===== config.mk =====
export PLATFORM = sky130hd
export DESIGN_NAME = ssd_scan_display_flat
export DESIGN_NICKNAME = d
export VERILOG_FILES = /design/src/rtl/ssd_scan_display_if.sv /design/src/rtl/ssd_scan_display.sv /design/src/flat_wrapper.sv
export SDC_FILE = /design/constraint.sdc
export NUM_CORES = 1
export LEC_CHECK = 0
export BUFFER_PORTS_ARGS = -buffer_cell sky130_fd_sc_hd__buf_2
export CAP_MARGIN = 20
export CORE_MARGIN = 3
export CORE_UTILIZATION = 30
export CTS_CLUSTER_DIAMETER = 40
export DETAILED_ROUTE_END_ITERATION = 12
export GPL_ROUTABILITY_DRIVEN = 1
export GPL_TIMING_DRIVEN = 0
export PLACE_DENSITY = 0.49
export SYNTH_ARGS = -nofsm -noshare
export SYNTH_HDL_FRONTEND = slang
export SYNTH_SLANG_ARGS = --single-unit

===== constraint.sdc =====
create_clock -name clk -period 5.15 [get_ports clk]
set_clock_uncertainty 0.05 [all_clocks]
set_input_delay 0.515 -clock clk [delete_from_list [all_inputs] [get_ports clk]]
set_output_delay 0.515 -clock clk [all_outputs]
set_load 0.01 [all_outputs]

===== src/rtl/ssd_scan_display_if.sv =====
// Display bus: datapath-side inputs (raw nibbles, signed value, flags) and board-side
// outputs (segments, digit enables, overflow LED) of the seven-segment scan controller.
interface ssd_scan_display_if #(
  parameter int N_DIGITS = 4,
  parameter int W        = 8
);
  logic [4*N_DIGITS-1:0] raw;
  logic [W-1:0]          value;
  logic                  overflow;
  logic                  m;
  logic [6:0]            seg;
  logic [N_DIGITS-1:0]   an;
  logic                  overflow_led;

  modport master (output raw, value, overflow, m, input seg, an, overflow_led);
  modport slave  (input raw, value, overflow, m, output seg, an, overflow_led);
endinterface


===== src/rtl/ssd_scan_display.sv =====
// Time-multiplexed common-anode seven-segment controller: raw hex (m=0) or signed
// sign+magnitude with leading-zero blanking (m=1). Optional overflow blink: SSD_BLINK_EN.
module ssd_scan_display #(
  parameter int N_DIGITS     = 4,
  parameter int W            = 8,
  parameter int SCAN_DIV     = 50000,
  parameter int BLINK_FRAMES = 64
) (
  input  logic                clk,
  input  logic                rst_n,
  ssd_scan_display_if.slave   bus
);

  localparam int MAG_DIGITS = (W + 3) / 4;
  localparam int RAW_W      = 4 * N_DIGITS;
  localparam int CNT_W      = (SCAN_DIV > 1) ? $clog2(SCAN_DIV) : 1;
  localparam int IDX_W      = (N_DIGITS > 1) ? $clog2(N_DIGITS) : 1;

  localparam logic [6:0] SEG_BLANK = 7'b1111111;
  localparam logic [6:0] SEG_MINUS = 7'b0111111;

  if (N_DIGITS < MAG_DIGITS + 1) begin : g_bad_digits
    $error("ssd_scan_display: N_DIGITS=%0d too small for W=%0d plus sign", N_DIGITS, W);
  end
  if (SCAN_DIV < 1) begin : g_bad_div
    $error("ssd_scan_display: SCAN_DIV must be at least 1");
  end
  if (BLINK_FRAMES < 1) begin : g_bad_blink
    $error("ssd_scan_display: BLINK_FRAMES must be at least 1");
  end

  typedef struct packed {
    logic [RAW_W-1:0] raw;
    logic [W-1:0]     value;
    logic             overflow;
    logic             m;
  } frame_t;

  function automatic logic [6:0] hex_glyph(input logic [3:0] nib);
    logic [6:0] g;
    case (nib)
      4'h0: g = 7'b1000000;
      4'h1: g = 7'b1111001;
      4'h2: g = 7'b0100100;
      4'h3: g = 7'b0110000;
      4'h4: g = 7'b0011001;
      4'h5: g = 7'b0010010;
      4'h6: g = 7'b0000010;
      4'h7: g = 7'b1111000;
      4'h8: g = 7'b0000000;
      4'h9: g = 7'b0010000;
      4'hA: g = 7'b0001000;
      4'hB: g = 7'b0000011;
      4'hC: g = 7'b1000110;
      4'hD: g = 7'b0100001;
      4'hE: g = 7'b0000110;
      default: g = 7'b0001110;
    endcase
    return g;
  endfunction

  logic [CNT_W-1:0] cnt;
  logic [IDX_W-1:0] idx;
  logic             cnt_last;
  logic             idx_last;
  logic             frame_start;

  frame_t live;
  frame_t snap;
  frame_t src;

  assign cnt_last    = (cnt == CNT_W'(SCAN_DIV - 1));
  assign idx_last    = (idx == IDX_W'(N_DIGITS - 1));
  assign frame_start = (cnt == '0) && (idx == '0);

  assign live = '{raw: bus.raw, value: bus.value, overflow: bus.overflow, m: bus.m};

  // NOTE: sequential state uses non-blocking assignments so every register samples pre-edge values.
  always_ff @(posedge clk or negedge rst_n) begin
    if (!rst_n) begin
      cnt <= '0;
      idx <= '0;
    end else if (cnt_last) begin
      cnt <= '0;
      idx <= idx_last ? '0 : idx + 1'b1;
    end else begin
      cnt <= cnt + 1'b1;
    end
  end

  // The frame-start edge renders from the inputs being captured, not the stale snapshot.
  assign src = frame_start ? live : snap;

  logic [W-1:0]     mag;
  logic [RAW_W-1:0] mag_ext;
  logic [IDX_W-1:0] msd;
  logic             neg;
  logic [6:0]       seg_signed;
  logic [6:0]       seg_next;
  logic [N_DIGITS-1:0] an_next;

  // NOTE: every always_comb output gets a default first so no path can infer a latch.
  always_comb begin
    neg     = src.value[W-1];
    mag     = neg ? (-src.value) : src.value;
    mag_ext = RAW_W'(mag);
    msd     = '0;
    for (int k = 0; k < N_DIGITS; k++) begin
      if (mag_ext[4*k +: 4] != 4'h0) msd = IDX_W'(k);
    end

    if (idx <= msd)                           seg_signed = hex_glyph(mag_ext[{idx, 2'b00} +: 4]);
    else if (neg && (idx == msd + IDX_W'(1))) seg_signed = SEG_MINUS;
    else                                      seg_signed = SEG_BLANK;

    seg_next = src.m ? seg_signed : hex_glyph(src.raw[{idx, 2'b00} +: 4]);
    an_next  = ~(N_DIGITS'(1) << idx);
  end

  logic blank;

`ifdef SSD_BLINK_EN
  localparam int BF_W = (BLINK_FRAMES > 1) ? $clog2(BLINK_FRAMES) : 1;

  logic            phase;
  logic            phase_d;
  logic [BF_W-1:0] fcnt;
  logic [BF_W-1:0] fcnt_d;

  // Phase advances only across consecutive overflow frames; any clear frame restarts it.
  always_comb begin
    phase_d = phase;
    fcnt_d  = fcnt;
    if (frame_start) begin
      if (!(live.m & live.overflow)) begin
        phase_d = 1'b0;
        fcnt_d  = '0;
      end else if (snap.m & snap.overflow) begin
        if (fcnt == BF_W'(BLINK_FRAMES - 1)) begin
          fcnt_d  = '0;
          phase_d = ~phase;
        end else begin
          fcnt_d = fcnt + 1'b1;
        end
      end
    end
    blank = src.m & src.overflow & phase_d;
  end

  always_ff @(posedge clk or negedge rst_n) begin
    if (!rst_n) begin
      phase <= 1'b0;
      fcnt  <= '0;
    end else begin
      phase <= phase_d;
      fcnt  <= fcnt_d;
    end
  end
`else
  assign blank = 1'b0;
`endif

  // NOTE: the snapshot is a handful of flops, not a memory, so it is reset to a defined frame.
  always_ff @(posedge clk or negedge rst_n) begin
    if (!rst_n) begin
      snap             <= '0;
      bus.seg          <= SEG_BLANK;
      bus.an           <= '1;
      bus.overflow_led <= 1'b0;
    end else begin
      bus.seg <= seg_next;
      bus.an  <= blank ? '1 : an_next;
      if (frame_start) begin
        snap             <= live;
        bus.overflow_led <= live.m & live.overflow;
      end
    end
  end

endmodule


===== src/flat_wrapper.sv =====
// flat-port wrapper written by rule: the top's interface ports become plain ports
module ssd_scan_display_flat 
#(
  parameter int N_DIGITS     = 4,
  parameter int W            = 8,
  parameter int SCAN_DIV     = 50000,
  parameter int BLINK_FRAMES = 64
)
  (clk, rst_n, bus_raw, bus_value, bus_overflow, bus_m, bus_seg, bus_an, bus_overflow_led);
  ssd_scan_display_if #(.N_DIGITS(N_DIGITS), .W(W)) bus_i ();
  input  logic clk;
  input  logic rst_n;
  input wire logic [$bits(bus_i.raw)-1:0] bus_raw;
  input wire logic [$bits(bus_i.value)-1:0] bus_value;
  input wire logic [$bits(bus_i.overflow)-1:0] bus_overflow;
  input wire logic [$bits(bus_i.m)-1:0] bus_m;
  output wire logic [$bits(bus_i.seg)-1:0] bus_seg;
  output wire logic [$bits(bus_i.an)-1:0] bus_an;
  output wire logic [$bits(bus_i.overflow_led)-1:0] bus_overflow_led;
  assign bus_i.raw = bus_raw;
  assign bus_i.value = bus_value;
  assign bus_i.overflow = bus_overflow;
  assign bus_i.m = bus_m;
  assign bus_seg = bus_i.seg;
  assign bus_an = bus_i.an;
  assign bus_overflow_led = bus_i.overflow_led;
  ssd_scan_display #(.N_DIGITS(N_DIGITS), .W(W), .SCAN_DIV(SCAN_DIV), .BLINK_FRAMES(BLINK_FRAMES)) u_core (.clk(clk), .rst_n(rst_n), .bus(bus_i));
endmodule

==> metrics.txt, run 1 <==
Clock Latency Late Sink 0.33 ns; Initial Util 31.7%; hpwl dp 5.66 mm; largest net degree at the start of global routing 29; Cell Area, Synth 3360 µm²; Final Max Tran Viols 0; register bit total from synthesis 55; Final ANT Viol Nets 0; register area share after synthesis 41.4%; DR iter-0 viols 58; final-stage net count 395; CTS Hold Bufs 0; unrepaired setup endpoints after global routing false; Synth Instances 297; IO Port Bufs 39; Synth Flop Type dfrtp_1; Synth warnings 0; total power draw 924 µW; Pleak 1.69 nW; max_cap viols 0; Critical Path Start Type flip-flop; Max-slew headroom 56.7%; Max Fclk 210 MHz; Final Non-Filler Cells 484; class of the worst hold path in2async; cell with the most instances after synthesis dfrtp_1; share of post-route cells with drive strength above 1 32.8%; initial antenna violation count 0; post-synth top area share 32.8%; Crit Path Class reg2reg; Final period util 92.7%; Placed Cells 473; Die ar. 12500 µm²; flop2flop setup slack 0.38 ns; Synth top cells by count dfrtp_1, mux2_2, inv_1; pwr dens 236 nW/µm²; die height 112 µm; htree depth 2; Final setup viols 0; Post-synth EDFFs 0; DR WL/cell 15.3 µm; post-layout min period 4.77 ns; Post-Syn Area per Cell 11.3 µm²; FF+latch area 1390 µm²; post-DR vias/cell 4.91; CP Capture Type flip-flop; Clock Path Buffers 2; Final Hold Fails 0; first-pass GRT wire length 12.3 mm; drt first pass iters 4; Clk Tree Root Cell clkbuf_8; Worst-path clk slew 0.12 ns; antenna fix cells 0; I/O Pins 40; Max FO, Critical Path 10; DP Worst Slack -0.589 ns; Async SR Flop Fraction 100%; peak supply drop 0.126 mV; FP Rows 37; area of the core 10600 µm²; vias in the first global route 2456; Die X 112 µm; DRC 0; Area Overhead vs Synth 16.6%; worst path arrival time 4.97 ns; Total Wirelength 7.42 mm; worst slew pin tran 0.632 ns; Critical Path RT 5.34 ns; total grt overflow 0; area of the multi-input gates 1840 µm²; setup TNS 0 ns; DR vias 2378; Post-Syn Nets 345; GRT Total Usage 12.2%; largest area contributor in the netlist dfrtp_1; gpl congestion 0.841; CTS tree done; synth top area cells dfrtp_1, mux2_2, dfstp_2, ha_1, mux4_2; Yosys cell types 43; worst setup margin 0.377 ns; clk sink count 55; # fillers 1040; status completed; CTS Buf Count 5
cell usage in the layout (no fill, tap or decap), drive strengths merged, types with 2 or more instances in the layout:
cell type   n
a211oi      2
a21oi       4
a221oi      2
a22oi       3
a32oi       2
and2        3
and3        5
buf        48
clkbuf      7
dfrtp      44
dfstp      11
ha         20
inv        25
mux2       27
mux2i      17
mux4        9
nand2      13
nand3      14
nor2       21
nor2b       4
nor3        7
nor4        5
o211ai      2
o21ai       8
o31ai       9
or3         3
xnor2       9
xor2       15
layout make-up:
class / count / share of cell area, %
Multi-Input combinational cell: 211 / 47.0
Sequential cell: 55 / 35.5
Tap cell: 136 / 4.35
Inverter: 24 / 2.37
Clock buffer: 5 / 1.76
Clock inverter: 3 / 1.22
Timing Repair Buffer: 44 / 6.27
Buffer: 6 / 1.47
state kept, by name, indices dropped and copies added, names as in the netlist:
name,cells
u_core.bus.an,4
u_core.cnt,16
u_core.bus.overflow_led,1
u_core.snap,25
u_core.bus.seg,7
u_core.idx,2
per-layer routing:
layer / GRT usage [%] / part of all wire [%] / up-vias
met5: 0 / 0 / -
met4: 4.30 / 1.9 / 0
met3: 2.83 / 3.7 / 11
met2: 19.8 / 47 / 46
met1: 16.1 / 47 / 1161
li1: - / - / 1160
stage by stage:
step | instance area [µm²] | utilization (%) | hold WS (ns)
3_5_place_dp | 3740 | 35.3 | 0.432
3_3_place_gp | 3720 | 35.1 | 0.426
5_1_grt | 3910 | 36.9 | 0.189
4_1_cts | 3880 | 36.6 | 0.166
2_1_floorplan | 3360 | - | 0.169
6_report | 3910 | 36.9 | 0.154
worst paths after layout:
| path | from | endpoint | cells after the start |
|---|---|---|---|
| setup / recovery | u_core.idx[1]$_DFFE_PN0N_ | u_core.bus.seg[2]$_DFF_PN1_ | 21 |
| hold / removal | rst_n | u_core.cnt[12]$_DFF_PN0_ | 1 |
| setup reg to reg | u_core.idx[1]$_DFFE_PN0N_ | u_core.bus.seg[2]$_DFF_PN1_ | 21 |
| hold reg to reg | u_core.cnt[7]$_DFF_PN0_ | u_core.cnt[7]$_DFF_PN0_ | 1 |
| max in group asynchronous | rst_n | u_core.bus.seg[6]$_DFF_PN1_ | 2 |
| min in group clk | bus_overflow | u_core.bus.overflow_led$_DFFE_PN0N_ | 3 |
logic make-up after synthesis:
kind of cell    count (synthesis)  synth area share (%)
simple gates                   78                  12.3
xor+xnor                       24                  6.26
mux                            53                  20.7
flops                          55                  41.4
buf+inv                        31                  4.51
fa+ha+maj                      20                  7.46
compound gates                 36                  7.42
critical path, cell delays in order (launching register included):
cell	delay, ns
dfrtp_1	0.41
buf_2	0.22
inv_4	0.16
ha_1	0.22
nand3_1	0.15
nor3_4	0.27
buf_12	0.18
buf_12	0.15
mux2_2	0.36
inv_1	0.06
ha_1	0.17
inv_1	0.11
o31ai_2	0.25
xor2_1	0.24
mux2i_1	0.10
or4b_4	0.56
ha_1	0.30
nor2_1	0.17
nor3_4	0.07
buf_4	0.16
buf_4	0.13
a32oi_1	0.20
what timing repair did:
action                     in CTS  in global routing
buffers inserted                2                  2
pin swaps                       1                  1
setup endpoints to repair       7                  5
resized for setup               3                  4
report_power, final:
group          switching [mW]  leakage (nW)  internal, mW  total [mW]
registers             0.00780         0.657         0.456       0.463
clock network           0.162        0.0587         0.148       0.310
logic                  0.0819         0.973        0.0680       0.150
total                   0.252          1.69         0.672       0.924
(Power assumes the default switching activity.)
==> run 2: changes to the inputs <==
- CORE_MARGIN: 3 -> default
==> run 2 against run 1 <==
  * Clock power fell by 21%
  * Sequential share of layout area rose by 0.36 points
  * Worst hold slack got worse by 0.0092 ns
  * Sequential power barely moved
  * Via count rose by 0.17%
  * Non-clock buffer count fell by 1
  * Utilization fell by 1.3 points
  * Final cell count rose by 0.41%
  * Fmax fell by 1.6%
  * Critical path depth did not move
  * Highest routed layer unchanged
==> metrics.txt, run 2 (synthesis results as in run 1) <==
class of the worst hold path in2async (unchanged); Biggest register u_core.snap (unchanged); Final ANT Viol Nets 0 (unchanged); htree depth 2 (unchanged); Area Overhead vs Synth 15.5% (was 16.6%); CTS Hold Bufs 0 (unchanged); commonest non-fill, non-tap cells in the layout dfrtp_1, buf_2, mux2_2 (unchanged); Final period util 94.2% (was 92.7%); worst path arrival time 5.02 ns (was 4.97 ns); Placed Cells 477 (was 473); Post-Layout Inst Area 3880 µm² (was 3910 µm²); pwr dens 221 nW/µm² (was 236 nW/µm²); most common cell after layout, fill and taps aside dfrtp_1 (unchanged); CP Capture Type flip-flop (unchanged); Clk Tree Root Cell clkbuf_8 (unchanged); DR WL/cell 14.7 µm (was 15.3 µm); Pleak 1.67 nW (was 1.69 nW); Int Power 620 µW (was 672 µW); post-layout min period 4.85 ns (was 4.77 ns); Critical Path RT 5.32 ns (was 5.34 ns); gpl congestion 0.789 (was 0.841); first-pass GRT wire length 12.0 mm (was 12.3 mm); Final Non-Filler Cells 486 (was 484); Clk pwr share 28.7% (was 33.6%); Die ar. 11600 µm² (was 12500 µm²); biggest registers after layout u_core.snap: 25 flops, u_core.cnt: 16 flops, u_core.bus.seg: 7 flops (unchanged); Worst-path clk slew 0.11 ns (was 0.12 ns); IO Port Bufs 39 (unchanged); vias in the first global route 2445 (was 2456); hpwl dp 5.54 mm (was 5.66 mm); sequential power share 54.1% (was 50.2%); max_cap viols 0 (unchanged); largest net degree at the start of global routing 31 (was 29); share of post-route cells with drive strength above 1 32.1% (was 32.8%); DR vias 2382 (was 2378); total grt overflow 0 (unchanged); setup TNS 0 ns (unchanged); post-DR vias/cell 4.90 (was 4.91); Critical Path Start Type flip-flop (unchanged); Clock Path Buffers 2 (unchanged); die height 108 µm (was 112 µm); final-stage net count 394 (was 395); antenna fix cells 0 (unchanged); initial antenna violation count 0 (unchanged); Cell Area, Placed 3750 µm² (was 3740 µm²); FP Rows 38 (was 37); Clock Latency Late Sink 0.31 ns (was 0.33 ns); CTS tree done (unchanged); CTS Buf Count 5 (unchanged); Final Hold Fails 0 (unchanged); Max FO, Critical Path 10 (unchanged); Final setup viols 0 (unchanged); max FFs per register 25 (unchanged); DRC 0 (unchanged); I/O Pins 40 (unchanged); Total Wirelength 7.13 mm (was 7.42 mm); clk sink count 55 (unchanged); GRT Total Usage 13.4% (was 12.2%); DR iter-0 viols 121 (was 58); Final Max Tran Viols 0 (unchanged); Net Switching 238 µW (was 252 µW); status completed (unchanged); Crit Path Class reg2reg (unchanged); sw frac 27.7% (was 27.3%); area of the core 10900 µm² (was 10600 µm²); Initial Util 30.8% (was 31.7%); Die X 108 µm (was 112 µm); drt first pass iters 4 (unchanged); Max-slew headroom 54.1% (was 56.7%); Max Fclk 206 MHz (was 210 MHz); Logic pwr share 17.3% (was 16.2%); peak supply drop 0.0944 mV (was 0.126 mV); worst slew pin tran 0.683 ns (was 0.632 ns)
## run 2: layout make-up
| cell class | instances | area, µm² |
|---|---|---|
| Sequential cell | 55 | 1390 |
| Inverter | 24 | 97.6 |
| Clock inverter | 2 | 17.5 |
| Clock buffer | 5 | 68.8 |
| Fill cell | 1085 | 7010 |
| Multi-Input combinational cell | 211 | 1830 |
| Timing Repair Buffer | 43 | 238 |
| Buffer | 6 | 57.6 |
| Tap cell | 140 | 175 |
## run 2: path summary, 6_finish.rpt
| check | start | to | slack, ns | cells after the start |
|---|---|---|---|---|
| worst max-delay path | u_core.idx[1]$_DFFE_PN0N_ | u_core.bus.seg[6]$_DFF_PN1_ | 0.30 | 21 |
| worst min-delay path | rst_n | u_core.cnt[12]$_DFF_PN0_ | 0.14 | 1 |
| worst max register to register | u_core.idx[1]$_DFFE_PN0N_ | u_core.bus.seg[6]$_DFF_PN1_ | 0.30 | 21 |
| worst min register to register | u_core.cnt[0]$_DFF_PN0_ | u_core.cnt[0]$_DFF_PN0_ | 0.44 | 1 |
| max in group asynchronous | rst_n | u_core.bus.seg[6]$_DFF_PN1_ | 4.26 | 2 |
| min in group clk | bus_raw[6] | u_core.snap[16]$_DFF_PN0_ | 0.39 | 2 |
## run 2: per-stage QoR
step	utilization [%]	setup slack (ns)	power, mW	hold WS (ns)
floorplan	-	0.456	0.563	0.169
global placement	34.2	-0.542	0.613	0.423
detailed placement	34.4	-0.513	0.618	0.432
CTS	35.4	0.0414	0.869	0.158
global route	35.6	-0.00654	0.902	0.177
finish	35.6	0.300	0.857	0.144
## run 2: power groups by stage
stage | Combinational, mW | Clock (mW) | Sequential (mW)
4_1_cts | 0.147 | 0.258 | 0.464
5_1_grt | 0.165 | 0.272 | 0.466
3_5_place_dp | 0.145 | 0 | 0.472
2_1_floorplan | 0.0867 | 0 | 0.476
3_3_place_gp | 0.142 | 0 | 0.471
6_report | 0.148 | 0.246 | 0.463
## run 2: routing by layer
layer / wire (µm) / GRT usage, % / vias up
met5: 0 / 0 / -
met4: 80 / 4.31 / 0
met3: 212 / 2.18 / 5
met2: 3480 / 22.6 / 45
met1: 3360 / 17.5 / 1172
li1: - / - / 1160
## run 2: what timing repair did
| action | in CTS | in global routing |
|---|---|---|
| setup endpoints to repair | 7 | 6 |
| cloned | 0 | 0 |
| setup buffers | 1 | 2 |
| pin swaps | 1 | 1 |
| hold endpoints to repair | 0 | 0 |
| resized for setup | 3 | 6 |
## run 2: critical path, stage by stage (launching register included)
cell      delay, ns
dfrtp_1        0.42
buf_2          0.23
inv_6          0.15
ha_1           0.21
nand3_1        0.15
nor3_4         0.27
buf_12         0.18
buf_12         0.15
mux2_2         0.36
inv_1          0.06
ha_1           0.19
inv_1          0.10
o31ai_1        0.28
xor2_1         0.23
mux2i_1        0.10
or4b_4         0.56
ha_1           0.31
nor2_1         0.06
nor3_4         0.24
inv_1          0.08
a221oi_1       0.28
a211oi_2       0.10
==> run 3: changes to the inputs <==
- ABC_CLOCK_PERIOD_IN_PS: default -> 5150
- PLACE_DENSITY: 0.49 -> default
==> run 3 against run 2 <==
  * Final cell count is 0.21% lower
  * Utilization decreased by 0.14 points
  * Count of clock-buffer cells in the layout did not move
  * Critical path depth did not move
  * First-iteration DRC count up 9.1%
  * Fmax grew 0.12%
  * Clock power about the same
  * Largest cell class unchanged
  * Die area is the same
==> metrics.txt, run 3 (synthesis results as in run 1) <==
max FFs per register 25 (unchanged); IO Port Bufs 39 (unchanged); Total Wirelength 6.97 mm (was 7.13 mm); area of the core 10900 µm² (unchanged); initial antenna violation count 0 (unchanged); antenna fix cells 0 (unchanged); pwr dens 222 nW/µm² (was 221 nW/µm²); vias in the first global route 2386 (was 2445); DR WL/cell 14.4 µm (was 14.7 µm); Max-slew headroom 55.7% (was 54.1%); crit path buf inv count 7 (unchanged); final-stage net count 392 (was 394); delay of the slowest critical-path stage 0.56 ns (about the same); drt first pass iters 5 (was 4); worst path arrival time 5.02 ns (about the same); htree depth 2 (unchanged); CTS tree done (unchanged); share of post-route cells with drive strength above 1 31.9% (was 32.1%); Die ar. 11600 µm² (unchanged); class of the worst hold path in2async (unchanged); DRC 0 (unchanged); Reg-to-Reg Start u_core.idx[1]$_DFFE_PN0N_ (unchanged); clk sink count 55 (unchanged); peak supply drop 0.0978 mV (was 0.0944 mV); Area Overhead vs Synth 15.1% (was 15.5%); Pleak 1.66 nW (was 1.67 nW); Critical Path Start Type flip-flop (unchanged); crit-path cells buf_2, inv_4, ha_1, nand3_1, nor3_4, buf_12, buf_12, mux2_2, inv_1, ha_1, inv_1, o31ai_1, xor2_1, mux2i_1, or4b_4, ha_1, nor2_1, nor3_4, inv_1, a221oi_1, a211oi_1 (was buf_2, inv_6, ha_1, nand3_1, nor3_4, buf_12, buf_12, mux2_2, inv_1, ha_1, inv_1, o31ai_1, xor2_1, mux2i_1, or4b_4, ha_1, nor2_1, nor3_4, inv_1, a221oi_1, a211oi_2); worst slew pin tran 0.646 ns (was 0.683 ns); flop2flop setup slack 0.31 ns (was 0.30 ns); Max FO, Critical Path 10 (unchanged); Final period util 94.1% (was 94.2%); setup TNS 0 ns (unchanged); Crit path max-delay family simple AND/OR/NAND/NOR gates (unchanged); Clock Latency Late Sink 0.31 ns (about the same); gpl congestion 0.847 (was 0.789); commonest non-fill, non-tap cells in the layout dfrtp_1, buf_2, mux2_2 (unchanged); Critical Path RT 5.32 ns (about the same); Max Fclk 206 MHz (about the same); total grt overflow 0 (unchanged); Final ANT Viol Nets 0 (unchanged); status completed (unchanged); hpwl dp 5.47 mm (was 5.54 mm); DR iter-0 viols 132 (was 121); Biggest register u_core.snap (unchanged); Clock Path Buffers 2 (unchanged); GRT Total Usage 13.0% (was 13.4%); Clk Tree Root Cell clkbuf_8 (unchanged); max_cap viols 0 (unchanged); CP Capture Type flip-flop (unchanged); CTS Hold Bufs 0 (unchanged); Initial Util 30.8% (unchanged); die height 108 µm (unchanged); post-DR vias/cell 4.96 (was 4.90); Crit Path Class reg2reg (unchanged); Final Max Tran Viols 0 (unchanged); unrepaired setup endpoints after global routing false; final core occ 35.5% (was 35.6%); FP Rows 38 (unchanged); first-pass GRT wire length 11.7 mm (was 12.0 mm); largest net degree at the start of global routing 33 (was 31); Worst-path clk slew 0.10 ns (was 0.11 ns); critical path's slowest cell or4b_4 (unchanged); post-layout min period 4.84 ns (was 4.85 ns); Final setup viols 0 (unchanged); crit path from u_core.idx[1]$_DFFE_PN0N_ (unchanged); Final Hold Fails 0 (unchanged); DR vias 2404 (was 2382); biggest registers after layout u_core.snap: 25 flops, u_core.cnt: 16 flops, u_core.bus.seg: 7 flops (unchanged); Die X 108 µm (unchanged); I/O Pins 40 (unchanged); CTS Buf Count 5 (unchanged); # fillers 1066 (was 1085); most common cell after layout, fill and taps aside dfrtp_1 (unchanged)
## run 3: per-layer routing
| layer | global-route usage [%] | wire length [µm] | vias up |
|---|---|---|---|
| met4 | 4.11 | 113 | 0 |
| met5 | 0 | 0 | - |
| met1 | 17.3 | 3240 | 1167 |
| li1 | - | - | 1162 |
| met2 | 21.2 | 3310 | 65 |
| met3 | 2.42 | 302 | 10 |
## run 3: report_power, final
part           internal (mW)  switching, mW
Combinational         0.0657         0.0811
Sequential             0.456        0.00822
Clock                 0.0987          0.147
Total                  0.620          0.236
## run 3: cell type report
type	count	area, µm²	share of cell area, %
repair buffers	41	223	5.77
flip-flops and latches	55	1390	36.0
clock buffers	5	68.8	1.78
inverters	24	95.1	2.46
plain buffers	6	57.6	1.49
well taps	140	175	4.54
multi-input cells	211	1830	47.3
clock inverters	3	22.5	0.583
## run 3: stage by stage
stage               cell area, µm²  std cells  power, mW  setup slack, ns  hold WS, ns
detailed placement            3750        477      0.618           -0.391        0.427
CTS                           3850        486      0.866           0.0273        0.135
global placement              3730        476      0.611           -0.345        0.424
floorplan                     3360        297      0.563            0.456        0.169
finish                        3860        485      0.856            0.306        0.120
global route                  3860        485      0.898           0.0140        0.151
## run 3: timing repair
action	4_1_cts	5_1_grt
setup buffers	1	0
gates resized for setup	2	6
setup endpoints to repair	7	6
pin swaps	1	0
## run 3: final timing paths
path	cells past startpoint	endpoint
worst max-delay path	21	u_core.bus.seg[6]$_DFF_PN1_
worst min-delay path	1	u_core.snap[16]$_DFF_PN0_
worst max register to register	21	u_core.bus.seg[6]$_DFF_PN1_
worst min register to register	1	u_core.cnt[0]$_DFF_PN0_
max in group asynchronous	2	u_core.idx[0]$_DFFE_PN0N_
min in group clk	2	u_core.snap[11]$_DFF_PN0_
